===== src/rtl/channel_conversion_ctrl.sv =====
// Per-channel sequencer: trigger detect, sample hold, SAR search, FIFO handshake and CSA reset.
// Every output is a flop loaded from the next-state/output logic of the FSM.
module channel_conversion_ctrl #(
  parameter int unsigned ADCBITS       = 10,
  parameter int unsigned SAMPLE_CYCLES = 2,
  parameter int unsigned RESET_CYCLES  = 4
) (
  input  logic               clk,
  input  logic               reset_n,
  input  logic               enable,
  input  logic               reset_after_hit,
  input  logic               hit,
  input  logic               external_trigger,
  input  logic               comp,
  output logic               sample,
  output logic               strobe,
  output logic [ADCBITS-1:0] dac_word,
  output logic               csa_reset,
  output logic [ADCBITS-1:0] adc_word,
  output logic               trigger_type,
  output logic               word_valid,
  input  logic               word_ready,
  output logic               busy,
  output logic               hit_dropped
);

  localparam int unsigned CW = 4;
  localparam int unsigned BW = (ADCBITS > 1) ? $clog2(ADCBITS) : 1;

  typedef enum logic [2:0] {
    S_IDLE,
    S_SAMPLE,
    S_CONVERT,
    S_HOLD,
    S_CSA_RST
  } state_t;

  state_t             r_state, w_state_nxt;
  logic [CW-1:0]      r_cnt, w_cnt_nxt;
  logic [BW-1:0]      r_bit, w_bit_nxt;
  logic               r_phase, w_phase_nxt;
  logic [ADCBITS-1:0] r_result, w_result_nxt;
  logic [ADCBITS-1:0] w_trial, w_kept;
  logic               r_hit_s1, r_hit_s2, r_hit_s3, r_ext;
  logic               w_hit_trig, w_trig, w_accept;
  logic               w_sample_nxt, w_strobe_nxt, w_csa_reset_nxt, w_trig_type_nxt;
  logic               w_word_valid_nxt, w_busy_nxt, w_drop_nxt;
  logic [ADCBITS-1:0] w_dac_nxt, w_adc_word_nxt;

  // hit crosses clock domains; the external trigger gets one flop so it lands a cycle ahead of hit
  always_ff @(posedge clk or negedge reset_n) begin
    if (!reset_n) begin
      r_hit_s1 <= 1'b0;
      r_hit_s2 <= 1'b0;
      r_hit_s3 <= 1'b0;
      r_ext    <= 1'b0;
    end else begin
      r_hit_s1 <= hit;
      r_hit_s2 <= r_hit_s1;
      r_hit_s3 <= r_hit_s2;
      r_ext    <= external_trigger;
    end
  end

  assign w_hit_trig = r_hit_s2 & ~r_hit_s3;
  assign w_trig     = w_hit_trig | r_ext;
  assign w_trial    = r_result | (ADCBITS'(1) << r_bit);
  assign w_kept     = comp ? w_trial : r_result;

  always_comb begin
    w_state_nxt      = r_state;
    w_cnt_nxt        = r_cnt;
    w_bit_nxt        = r_bit;
    w_phase_nxt      = r_phase;
    w_result_nxt     = r_result;
    w_sample_nxt     = 1'b0;
    w_strobe_nxt     = 1'b0;
    w_dac_nxt        = '0;
    w_csa_reset_nxt  = 1'b0;
    w_adc_word_nxt   = adc_word;
    w_trig_type_nxt  = trigger_type;
    w_word_valid_nxt = 1'b0;
    w_drop_nxt       = 1'b0;
    w_accept         = 1'b0;
    w_busy_nxt       = 1'b0;

    case (r_state)
      S_IDLE: begin
        w_accept = w_trig;
      end
      S_SAMPLE: begin
        w_drop_nxt = w_trig;
        if (r_cnt == '0) begin
          w_state_nxt = S_CONVERT;
          w_bit_nxt   = BW'(ADCBITS - 1);
          w_phase_nxt = 1'b0;
          w_dac_nxt   = ADCBITS'(1) << (ADCBITS - 1);
        end else begin
          w_cnt_nxt    = r_cnt - CW'(1);
          w_sample_nxt = 1'b1;
        end
      end
      S_CONVERT: begin
        w_drop_nxt = w_trig;
        if (!r_phase) begin
          w_phase_nxt  = 1'b1;
          w_strobe_nxt = 1'b1;
          w_dac_nxt    = w_trial;
        end else begin
          w_result_nxt = w_kept;
          if (r_bit == '0) begin
            w_state_nxt      = S_HOLD;
            w_adc_word_nxt   = w_kept;
            w_word_valid_nxt = 1'b1;
          end else begin
            w_bit_nxt   = r_bit - BW'(1);
            w_phase_nxt = 1'b0;
            w_dac_nxt   = w_kept | (ADCBITS'(1) << (r_bit - BW'(1)));
          end
        end
      end
      S_HOLD: begin
        if (word_ready) begin
          if (reset_after_hit) begin
            w_state_nxt     = S_CSA_RST;
            w_cnt_nxt       = CW'(RESET_CYCLES - 1);
            w_csa_reset_nxt = 1'b1;
            w_drop_nxt      = w_trig;
          end else begin
            w_state_nxt = S_IDLE;
            w_accept    = w_trig;
          end
        end else begin
          w_word_valid_nxt = 1'b1;
          w_drop_nxt       = w_trig;
        end
      end
      S_CSA_RST: begin
        if (r_cnt == '0) begin
          w_state_nxt = S_IDLE;
          w_accept    = w_trig;
        end else begin
          w_cnt_nxt       = r_cnt - CW'(1);
          w_csa_reset_nxt = 1'b1;
          w_drop_nxt      = w_trig;
        end
      end
      default: w_state_nxt = S_IDLE;
    endcase

    // a trigger on the last cycle of a word or reset pulse starts the next conversion back-to-back
    if (w_accept) begin
      w_state_nxt     = S_SAMPLE;
      w_cnt_nxt       = CW'(SAMPLE_CYCLES - 1);
      w_result_nxt    = '0;
      w_sample_nxt    = 1'b1;
      w_csa_reset_nxt = 1'b0;
      w_trig_type_nxt = ~w_hit_trig;
    end

    if (!enable) begin
      w_state_nxt      = S_IDLE;
      w_sample_nxt     = 1'b0;
      w_strobe_nxt     = 1'b0;
      w_dac_nxt        = '0;
      w_csa_reset_nxt  = 1'b1;
      w_word_valid_nxt = 1'b0;
      w_drop_nxt       = 1'b0;
    end

    w_busy_nxt = (w_state_nxt != S_IDLE);
  end

  always_ff @(posedge clk or negedge reset_n) begin
    if (!reset_n) begin
      r_state      <= S_IDLE;
      r_cnt        <= '0;
      r_bit        <= '0;
      r_phase      <= 1'b0;
      r_result     <= '0;
      sample       <= 1'b0;
      strobe       <= 1'b0;
      dac_word     <= '0;
      csa_reset    <= 1'b1;
      adc_word     <= '0;
      trigger_type <= 1'b0;
      word_valid   <= 1'b0;
      busy         <= 1'b0;
      hit_dropped  <= 1'b0;
    end else begin
      r_state      <= w_state_nxt;
      r_cnt        <= w_cnt_nxt;
      r_bit        <= w_bit_nxt;
      r_phase      <= w_phase_nxt;
      r_result     <= w_result_nxt;
      sample       <= w_sample_nxt;
      strobe       <= w_strobe_nxt;
      dac_word     <= w_dac_nxt;
      csa_reset    <= w_csa_reset_nxt;
      adc_word     <= w_adc_word_nxt;
      trigger_type <= w_trig_type_nxt;
      word_valid   <= w_word_valid_nxt;
      busy         <= w_busy_nxt;
      hit_dropped  <= w_drop_nxt;
    end
  end

endmodule


===== config.mk =====
export PLATFORM = sky130hd
export DESIGN_NAME = channel_conversion_ctrl
export DESIGN_NICKNAME = d
export VERILOG_FILES = /design/src/rtl/channel_conversion_ctrl.sv
export SDC_FILE = /design/constraint.sdc
export NUM_CORES = 1
export LEC_CHECK = 0
export CAP_MARGIN = 20
export CORE_ASPECT_RATIO = 0.9
export CORE_UTILIZATION = 35
export DETAILED_ROUTE_END_ITERATION = 16
export SLEW_MARGIN = 20
export SYNTH_ARGS = -nofsm -noshare
export SYNTH_HDL_FRONTEND = slang
export SYNTH_SLANG_ARGS = --single-unit

===== constraint.sdc =====
create_clock -name clk -period 5.65 [get_ports clk]
set_input_delay 1.13 -clock clk [delete_from_list [all_inputs] [get_ports clk]]
set_output_delay 1.13 -clock clk [all_outputs]
set_load 0.01 [all_outputs]

==> flow_summary.ini, run 1 <==
[status]
status = finished clean

[floorplan]
rows = 29
dieArea_sq_um = 7591
die_h_um = 82.76
fp.coreArea_sq_um = 7039
io_pins = 35
die_w_um = 91.73
start_util_pct = 36.03

[setup_path]
crit_path_end_kind = output pin
cp_max_fo = 1
cpPeakStageDelay_ps = 530
crit_required_ps = 4520
cpLargestDelayFamily = flip-flops
crit_path_top_delay_cell = dfstp_2
criticalPathCategory = reg2out
path_cells = clkdlybuf4s50_1
r2r_start = r_state[1]
crit_start = csa_reset
critPathBufInv = 1
crit_path_start_kind = register
cp.arrival_ps = 1360

[clock_network]
cts_num_sinks = 53
cts_resized = 0
cts_made_buffers = 5
tritoncts = done
htree_levels = 2
post-cts-setup-buffers = 0
ctsRootBufferMaster = clkbuf_8
cts_buffer_depth = 2
worstSkewPairLatency_ps = 320
path_clk_slew_ps = 100
holdBufCountCts = 0

[run]
max_cap_violations = 0

[grt]
grt.total_usage_pct = 16.21
grt_pass1_wl_mm = 9.356
grt_pass1_vias = 1856
grt.met3_usage_pct = 2.930
antenna_found_initial = 0
grt.busiest_layer = met2
grt_max_degree = 54
gr-total-overflow = 0
grt_util_met2_pct = 24.29
use_met1_pct = 23.08

[timing]
fin_crit_ps = 2490
holdWs_ps = 356.8
worst_pin_slew_ps = 846.5
setup_viol = 0
slew_viol_final = 0
clock_skew_ps = 7.491
fin_ws_ps = 3160
slew_headroom_pct = 43.51
tns_ps = 0
final_hold_viol_count = 0
fmax_mhz = 401.6
period_share_pct = 44.07
rsz0062_at_grt = no

[power_and_ir_drop]
power.density_nw_per_um2 = 356.5
p_comb_share_pct = 34.8
internal_power_uw = 678.2
p_leak_nw = 1.262
swShare_pct = 37.24
power_mw = 1.080
peakVddDrop_uv = 107.8
seqPwrFrac_pct = 44.7
clockPowerShare_pct = 20.5
switching_power_uw = 402.3

[synthesis]
synth_top_family_by_area = compound AO/OA/AOI/OAI gates
synth_adder_area_share_pct = 3.453
async_reset_ff_share_pct = 100.0
synth_area_per_cell_sq_um = 9.680
synthDistinctLibCells = 48
synthMuxAreaShare_pct = 1.776
synthFlopType = dfrtp_1
synth_compound_area_share_pct = 21.26
synth-xor-area-share_pct = 0
yosys_warnings = 0
synth-seq-cells = 53
synth_nets = 277
synth_area_sq_um = 2536
synth_simple_gate_area_share_pct = 17.17
synth-seq-area-share_pct = 52.34
syn_inst = 262
synth_edf_count = 0

[route]
ant_nets = 0
dr.first_iter.drc_count = 161
wl_mm = 5.674
vias_per_cell = 5.301
wire_per_inst_um = 14.74
num_vias = 2041
route.detailed.drc = 0
drtPass1Iterations = 4

[finish]
num_antenna_cells = 0
instances_no_fill = 385
layout_common_cells = dfrtp_1 (52), a21oi_1 (40), nor2_1 (34)
layout_commonest_cell = dfrtp_1
drive_above_1_share_pct = 9.589
syn2layout_area_growth_pct = 19.49
final_nets = 306
post-route-util_pct = 43.05
finalInstanceArea_sq_um = 3030

[min_path]
min_from = r_hit_s1
min_path_type = reg2reg

[place]
post-dp-hpwl_mm = 3.780
placed_area_sq_um = 2939
pre_cts_ws_ps = 2889
placed_cells = 377
routabilityCongestion = 0.8502
io_buffers = 34
## final cells by class
class,count,area [sq um]
multi-input cells,185,1107
clock buffers,5,68.82
fillers,724,4009
flip-flops and latches,53,1328
clock inverters,3,22.52
repair buffers,36,350.3
well taps,93,116.4
inverters,10,37.54
## synth_stat cells (2+ instances only)
cell      count  share of area, %
a21oi_1      40               7.9
clkbuf_2      2              0.39
a22o_1        2              0.69
inv_1         8               1.2
inv_2         2              0.30
nor2b_1       8               2.0
ha_1          7               3.5
o22ai_1      14               3.5
mux2_1        2              0.89
a21boi_1      4               1.2
a31oi_1       4              0.99
nor3_1        9               1.8
buf_2         4              0.79
dfrtp_1      52                51
a31o_2        5               1.7
mux2_2        2              0.89
nand3_1       4              0.79
o21ai_0       8               1.6
nand2b_1      3              0.74
nor2_1       34               5.0
o21ai_1       2              0.39
and2_1        3              0.74
nand2_1       9               1.3
clkbuf_1      7               1.0
nor4_1        2              0.49
a21boi_0      2              0.59
nor2_2        2              0.49
## path summary, 6_finish.rpt
path	to	slack, ps	cells past startpoint
setup / recovery	csa_reset	3160	1
hold / removal	r_hit_s2	360	0
setup reg to reg	adc_word[3]	3200	4
hold reg to reg	r_hit_s2	360	0
max in group asynchronous	dac_word[1]	4300	2
min in group asynchronous	strobe	920	2
## routing by layer
metal	share of wire (%)	vias to the layer above
met5	0	-
met4	1.7	0
met3	5.5	9
met2	43	80
met1	50	972
li1	-	980
## registers in the layout, indices dropped and copies added, names as in the netlist
register / flops
trigger_type: 1
r_phase: 1
r_hit_s2: 1
adc_word: 10
r_state: 3
r_hit_s1: 1
r_ext: 1
hit_dropped: 1
busy: 1
strobe: 1
sample: 1
word_valid: 1
csa_reset: 1
r_result: 10
r_hit_s3: 1
r_bit: 4
dac_word: 10
r_cnt: 4
## logic make-up (layout without fill, tap and decap cells)
| group | after synthesis | count (layout) |
|---|---|---|
| simple gates | 85 | 85 |
| buf+inv | 24 | 54 |
| mux | 4 | 4 |
| flops | 53 | 53 |
| fa+ha+maj | 7 | 7 |
| compound gates | 89 | 89 |
## power groups by stage
stage	Combinational (mW)	Sequential, mW	Clock [mW]
after detailed placement	0.373	0.489	0
after CTS	0.374	0.482	0.229
after global placement	0.369	0.489	0
after floorplan	0.250	0.484	0
after global routing	0.419	0.493	0.246
final	0.376	0.483	0.222
Power figures use the tool's default switching activity.
==> run 2, diff against run 1 <==
Clock period 5.65 ns to 2.6 ns, I/O delays scaled along.
==> run 2 against run 1 <==
Utilization up 0.84 points. Clock power rose to 2.5 times the previous value. Die area unchanged. Critical path type is now reg2reg.
==> flow_summary.ini, run 2 (synthesized netlist as in run 1, its figures left out) <==
[place]
io_buffers = 34
routabilityCongestion = 0.8378
placed_area_sq_um = 2974
post-dp-hpwl_mm = 3.965
placed_cells = 380
pre_cts_ws_ps = 423.1

[clock_network]
htree_levels = 2
worstSkewPairLatency_ps = 310
path_clk_slew_ps = 100
cts_buffer_depth = 2
tritoncts = done
holdBufCountCts = 0
ctsRootBufferMaster = clkbuf_8
cts_resized = 0
cts_made_buffers = 5
cts_num_sinks = 53
post-cts-setup-buffers = 0

[route]
wl_mm = 5.508
ant_nets = 0
wire_per_inst_um = 14.20
route.detailed.drc = 0
vias_per_cell = 5.235
num_vias = 2031
dr.first_iter.drc_count = 130
drtPass1Iterations = 4

[setup_path]
cp_max_fo = 7
crit_path_start_kind = register
critPathBufInv = 1
cp.arrival_ps = 2380
criticalPathCategory = reg2reg
crit_path_top_delay_cell = or3_1
cpPeakStageDelay_ps = 480
crit_path_end_kind = register
path_cells = inv_1 -> ha_1 -> nor3b_4 -> nor3_2 -> or3_1 -> o21ba_1 -> a22o_1
crit_required_ps = 2800
cpLargestDelayFamily = simple AND/OR/NAND/NOR gates

[timing]
slew_viol_final = 0
period_share_pct = 83.79
fmax_mhz = 459.0
fin_ws_ps = 421.4
fin_crit_ps = 2179
final_hold_viol_count = 0
tns_ps = 0
setup_viol = 0
worst_pin_slew_ps = 630.1
clock_skew_ps = 11.42
slew_headroom_pct = 57.55
rsz0062_at_grt = no

[grt]
grt_pass1_vias = 1894
grt_pass1_wl_mm = 9.259
grt.total_usage_pct = 15.80
gr-total-overflow = 0
grt_max_degree = 29
antenna_found_initial = 0

[power_and_ir_drop]
peakVddDrop_uv = 314.3
power.density_nw_per_um2 = 787.4
p_leak_nw = 1.289

[finish]
finalInstanceArea_sq_um = 3089
drive_above_1_share_pct = 10.51
syn2layout_area_growth_pct = 21.81
final_nets = 309
instances_no_fill = 388
n_fill_cell = 695
layout_commonest_cell = dfrtp_1
top_regs = adc_word x10, dac_word x10, r_result x10
num_antenna_cells = 0
post-route-util_pct = 43.89
layout_common_cells = dfrtp_1 (52), a21oi_1 (40), nor2_1 (34)

[floorplan]
die_h_um = 82.76
fp.coreArea_sq_um = 7039
dieArea_sq_um = 7591
die_w_um = 91.73
start_util_pct = 36.03
io_pins = 35
rows = 29

[min_path]
min_path_type = in2async

[status]
status = finished clean

[run]
max_cap_violations = 0
==> run 2: final cells by class <==
| cell class | count | area (sq um) | share of cell area (%) |
|---|---|---|---|
| flip-flops and latches | 53 | 1328 | 42.97 |
| multi-input cells | 185 | 1107 | 35.84 |
| repair buffers | 39 | 385.4 | 12.47 |
| well taps | 93 | 116.4 | 3.767 |
| clock buffers | 5 | 68.82 | 2.228 |
| clock inverters | 3 | 46.29 | 1.499 |
| inverters | 10 | 37.54 | 1.215 |
==> run 2: final timing paths <==
check,startpoint,end,slack (ps),cells past startpoint
min in group clk,r_hit_s1,r_hit_s2,360,0
max in group asynchronous,reset_n,csa_reset,1770,2
worst min-delay path,reset_n,adc_word[5],210,1
worst min register to register,r_hit_s1,r_hit_s2,360,0
worst max register to register,r_cnt[0],r_cnt[3],420,7
worst max-delay path,r_cnt[0],r_cnt[3],420,7
==> run 2: metal layers <==
| metal | share of wire, % | vias up | track usage, % | wire, um |
|---|---|---|---|---|
| met1 | 49 | 979 | 22.65 | 2726 |
| met5 | 0 | - | 0 | 0 |
| met3 | 4.5 | 8 | 2.930 | 248 |
| met2 | 45 | 53 | 23.46 | 2464 |
| li1 | - | 991 | - | - |
| met4 | 1.2 | 0 | 6.719 | 68 |
==> run 2: where the power goes <==
| part | switching (mW) | internal [mW] |
|---|---|---|
| Combinational | 0.467 | 0.358 |
| Sequential | 0.116 | 0.932 |
| Clock | 0.270 | 0.288 |
==> run 2: per-stage QoR <==
stage / hold WS [ps] / total power [mW]
2_1_floorplan: 224.4 / 1.596
3_3_place_gp: 334.0 / 1.868
3_5_place_dp: 337.9 / 1.887
4_1_cts: 221.9 / 2.458
5_1_grt: 241.5 / 2.610
6_report: 207.5 / 2.432
==> run 3, diff against run 2 <==
Clock period 2.6 ns to 1.8 ns, I/O delays scaled along.
==> run 3 against run 2 <==
The run now ends with negative setup slack left. Flip-flop and latch count unchanged. Global-route usage up 1.2 points. Register-to-register slack worse by 460 ps. Routed wire length up 9.2%. Count of clock-buffer cells in the layout up 1. Maximum frequency up 18%. Hold slack worse by 170 ps. Power up 63%. Combinational power up 100%. Via count up 8.5%. Non-clock buffer count up 43. Critical endpoint unchanged.
==> flow_summary.ini, run 3 (synthesized netlist as in run 1, its figures left out) <==
[route]
ant_nets = 0
route.detailed.drc = 0
num_vias = 2203
drtPass1Iterations = 4
wire_per_inst_um = 13.96
wl_mm = 6.015
vias_per_cell = 5.111
dr.first_iter.drc_count = 114

[clock_network]
cts_made_buffers = 5
holdBufCountCts = 0
cts_num_sinks = 53
ctsRootBufferMaster = clkbuf_8
path_clk_slew_ps = 100
htree_levels = 2
worstSkewPairLatency_ps = 310
cts_buffer_depth = 2
tritoncts = done

[finish]
top_regs = adc_word x10, dac_word x10, r_result x10
final_nets = 352
syn2layout_area_growth_pct = 37.05
drive_above_1_share_pct = 24.85
post-route-util_pct = 49.38
layout_commonest_cell = dfrtp_1
layout_common_cells = dfrtp_1 (51), buf_4 (45), a21oi_1 (38)
finalInstanceArea_sq_um = 3476
num_antenna_cells = 0

[setup_path]
cpLargestDelayFamily = simple AND/OR/NAND/NOR gates
crit_required_ps = 2000
critPathBufInv = 1
cp_max_fo = 5
crit_path_end_kind = register
crit_path_top_delay_cell = dfrtp_1
path_cells = inv_2 -> ha_1 -> nor3b_4 -> nor3_2 -> or3_4 -> o21ba_4 -> a22o_1
cpPeakStageDelay_ps = 400
cp.arrival_ps = 2050
criticalPathCategory = reg2reg
crit_path_start_kind = register

[min_path]
min_path_type = in2async

[floorplan]
fp.coreArea_sq_um = 7039
die_w_um = 91.73
die_h_um = 82.76
io_pins = 35
dieArea_sq_um = 7591
start_util_pct = 36.03
rows = 29

[timing]
tns_ps = -109.2
slew_viol_final = 0
setup_viol = 3
slew_headroom_pct = 73.18
holdWs_ps = 33.37
period_share_pct = 102.4
rsz0062_at_grt = yes
fin_ws_ps = -43.62
clock_skew_ps = 9.593
final_hold_viol_count = 0
fmax_mhz = 542.4
fin_crit_ps = 1844
worst_pin_slew_ps = 402.3

[run]
max_cap_violations = 0

[grt]
grt.total_usage_pct = 16.95
grt_pass1_wl_mm = 10.07
grt_max_degree = 54
grt_pass1_vias = 2119
antenna_found_initial = 0
gr-total-overflow = 0

[status]
violations = negative setup slack
status = finished with violations

[power_and_ir_drop]
power_mw = 3.956
peakVddDrop_uv = 432.0
p_leak_nw = 1.492
power.density_nw_per_um2 = 1138

[place]
io_buffers = 34
post-dp-hpwl_mm = 4.296
placed_area_sq_um = 3283
routabilityCongestion = 0.8501
## run 3: cell types whose count changed in the layout (fill, tap and decap cells not counted), moves of 2 or more
cell     change
buf_4       +41
a21oi_1      -2
buf_6        +2
inv_1        -2
inv_2        +2
## run 3: final timing paths
check / from / cells past startpoint / end / slack, ps
min in group clk: r_hit_s1 / 0 / r_hit_s2 / 360
hold / removal: reset_n / 2 / adc_word[7] / 30
max in group asynchronous: reset_n / 2 / csa_reset / 1490
setup reg to reg: r_cnt[0] / 7 / r_cnt[3] / -40
hold reg to reg: r_hit_s1 / 0 / r_hit_s2 / 360
setup / recovery: r_cnt[0] / 7 / r_cnt[3] / -40
## run 3: cell type report
cell class,instances,area [sq um]
multi-input cells,185,1166
fillers,655,3563
flip-flops and latches,53,1329
clock buffers,6,72.57
clock inverters,2,38.79
repair buffers,82,715.7
well taps,93,116.4
inverters,10,37.54
## run 3: per-layer routing
metal / routed length, um / vias to the layer above / global-route usage [%]
li1: - / 1079 / -
met1: 2930 / 1058 / 24.27
met2: 2705 / 60 / 26.77
met3: 311 / 6 / 2.656
met4: 68 / 0 / 4.844
met5: 0 / - / 0
## run 3: worst reg2reg max path, delay by kind of cell, from the launching register on
| family | cells | cell delay (ps) |
|---|---|---|
| adder cells (fa/ha/maj) | 1 | 140 |
| AO/OA/AOI/OAI | 2 | 400 |
| AND/OR/NAND/NOR | 3 | 730 |
| flip-flops | 1 | 400 |
| buffers and inverters | 1 | 60 |
## run 3: per-stage QoR
stage / worst slack (ps) / instances
3_3_place_gp: -98.97 / 420
2_1_floorplan: -136.9 / 262
3_5_place_dp: -122.4 / 420
6_report: -43.62 / 431
4_1_cts: -45.25 / 430
5_1_grt: -132.0 / 431
## run 3: power by group
| group | switching, mW | internal (mW) |
|---|---|---|
| Sequential | 0.140 | 1.35 |
| Combinational | 0.823 | 0.827 |
| Clock | 0.401 | 0.418 |
| Total | 1.36 | 2.59 |
## run 3: repair_timing
action                                  4_1_cts  5_1_grt
pin swaps                                     4        1
endpoints found under the setup margin       15       32
gates resized for setup                       4       12
setup buffers                                 2        1
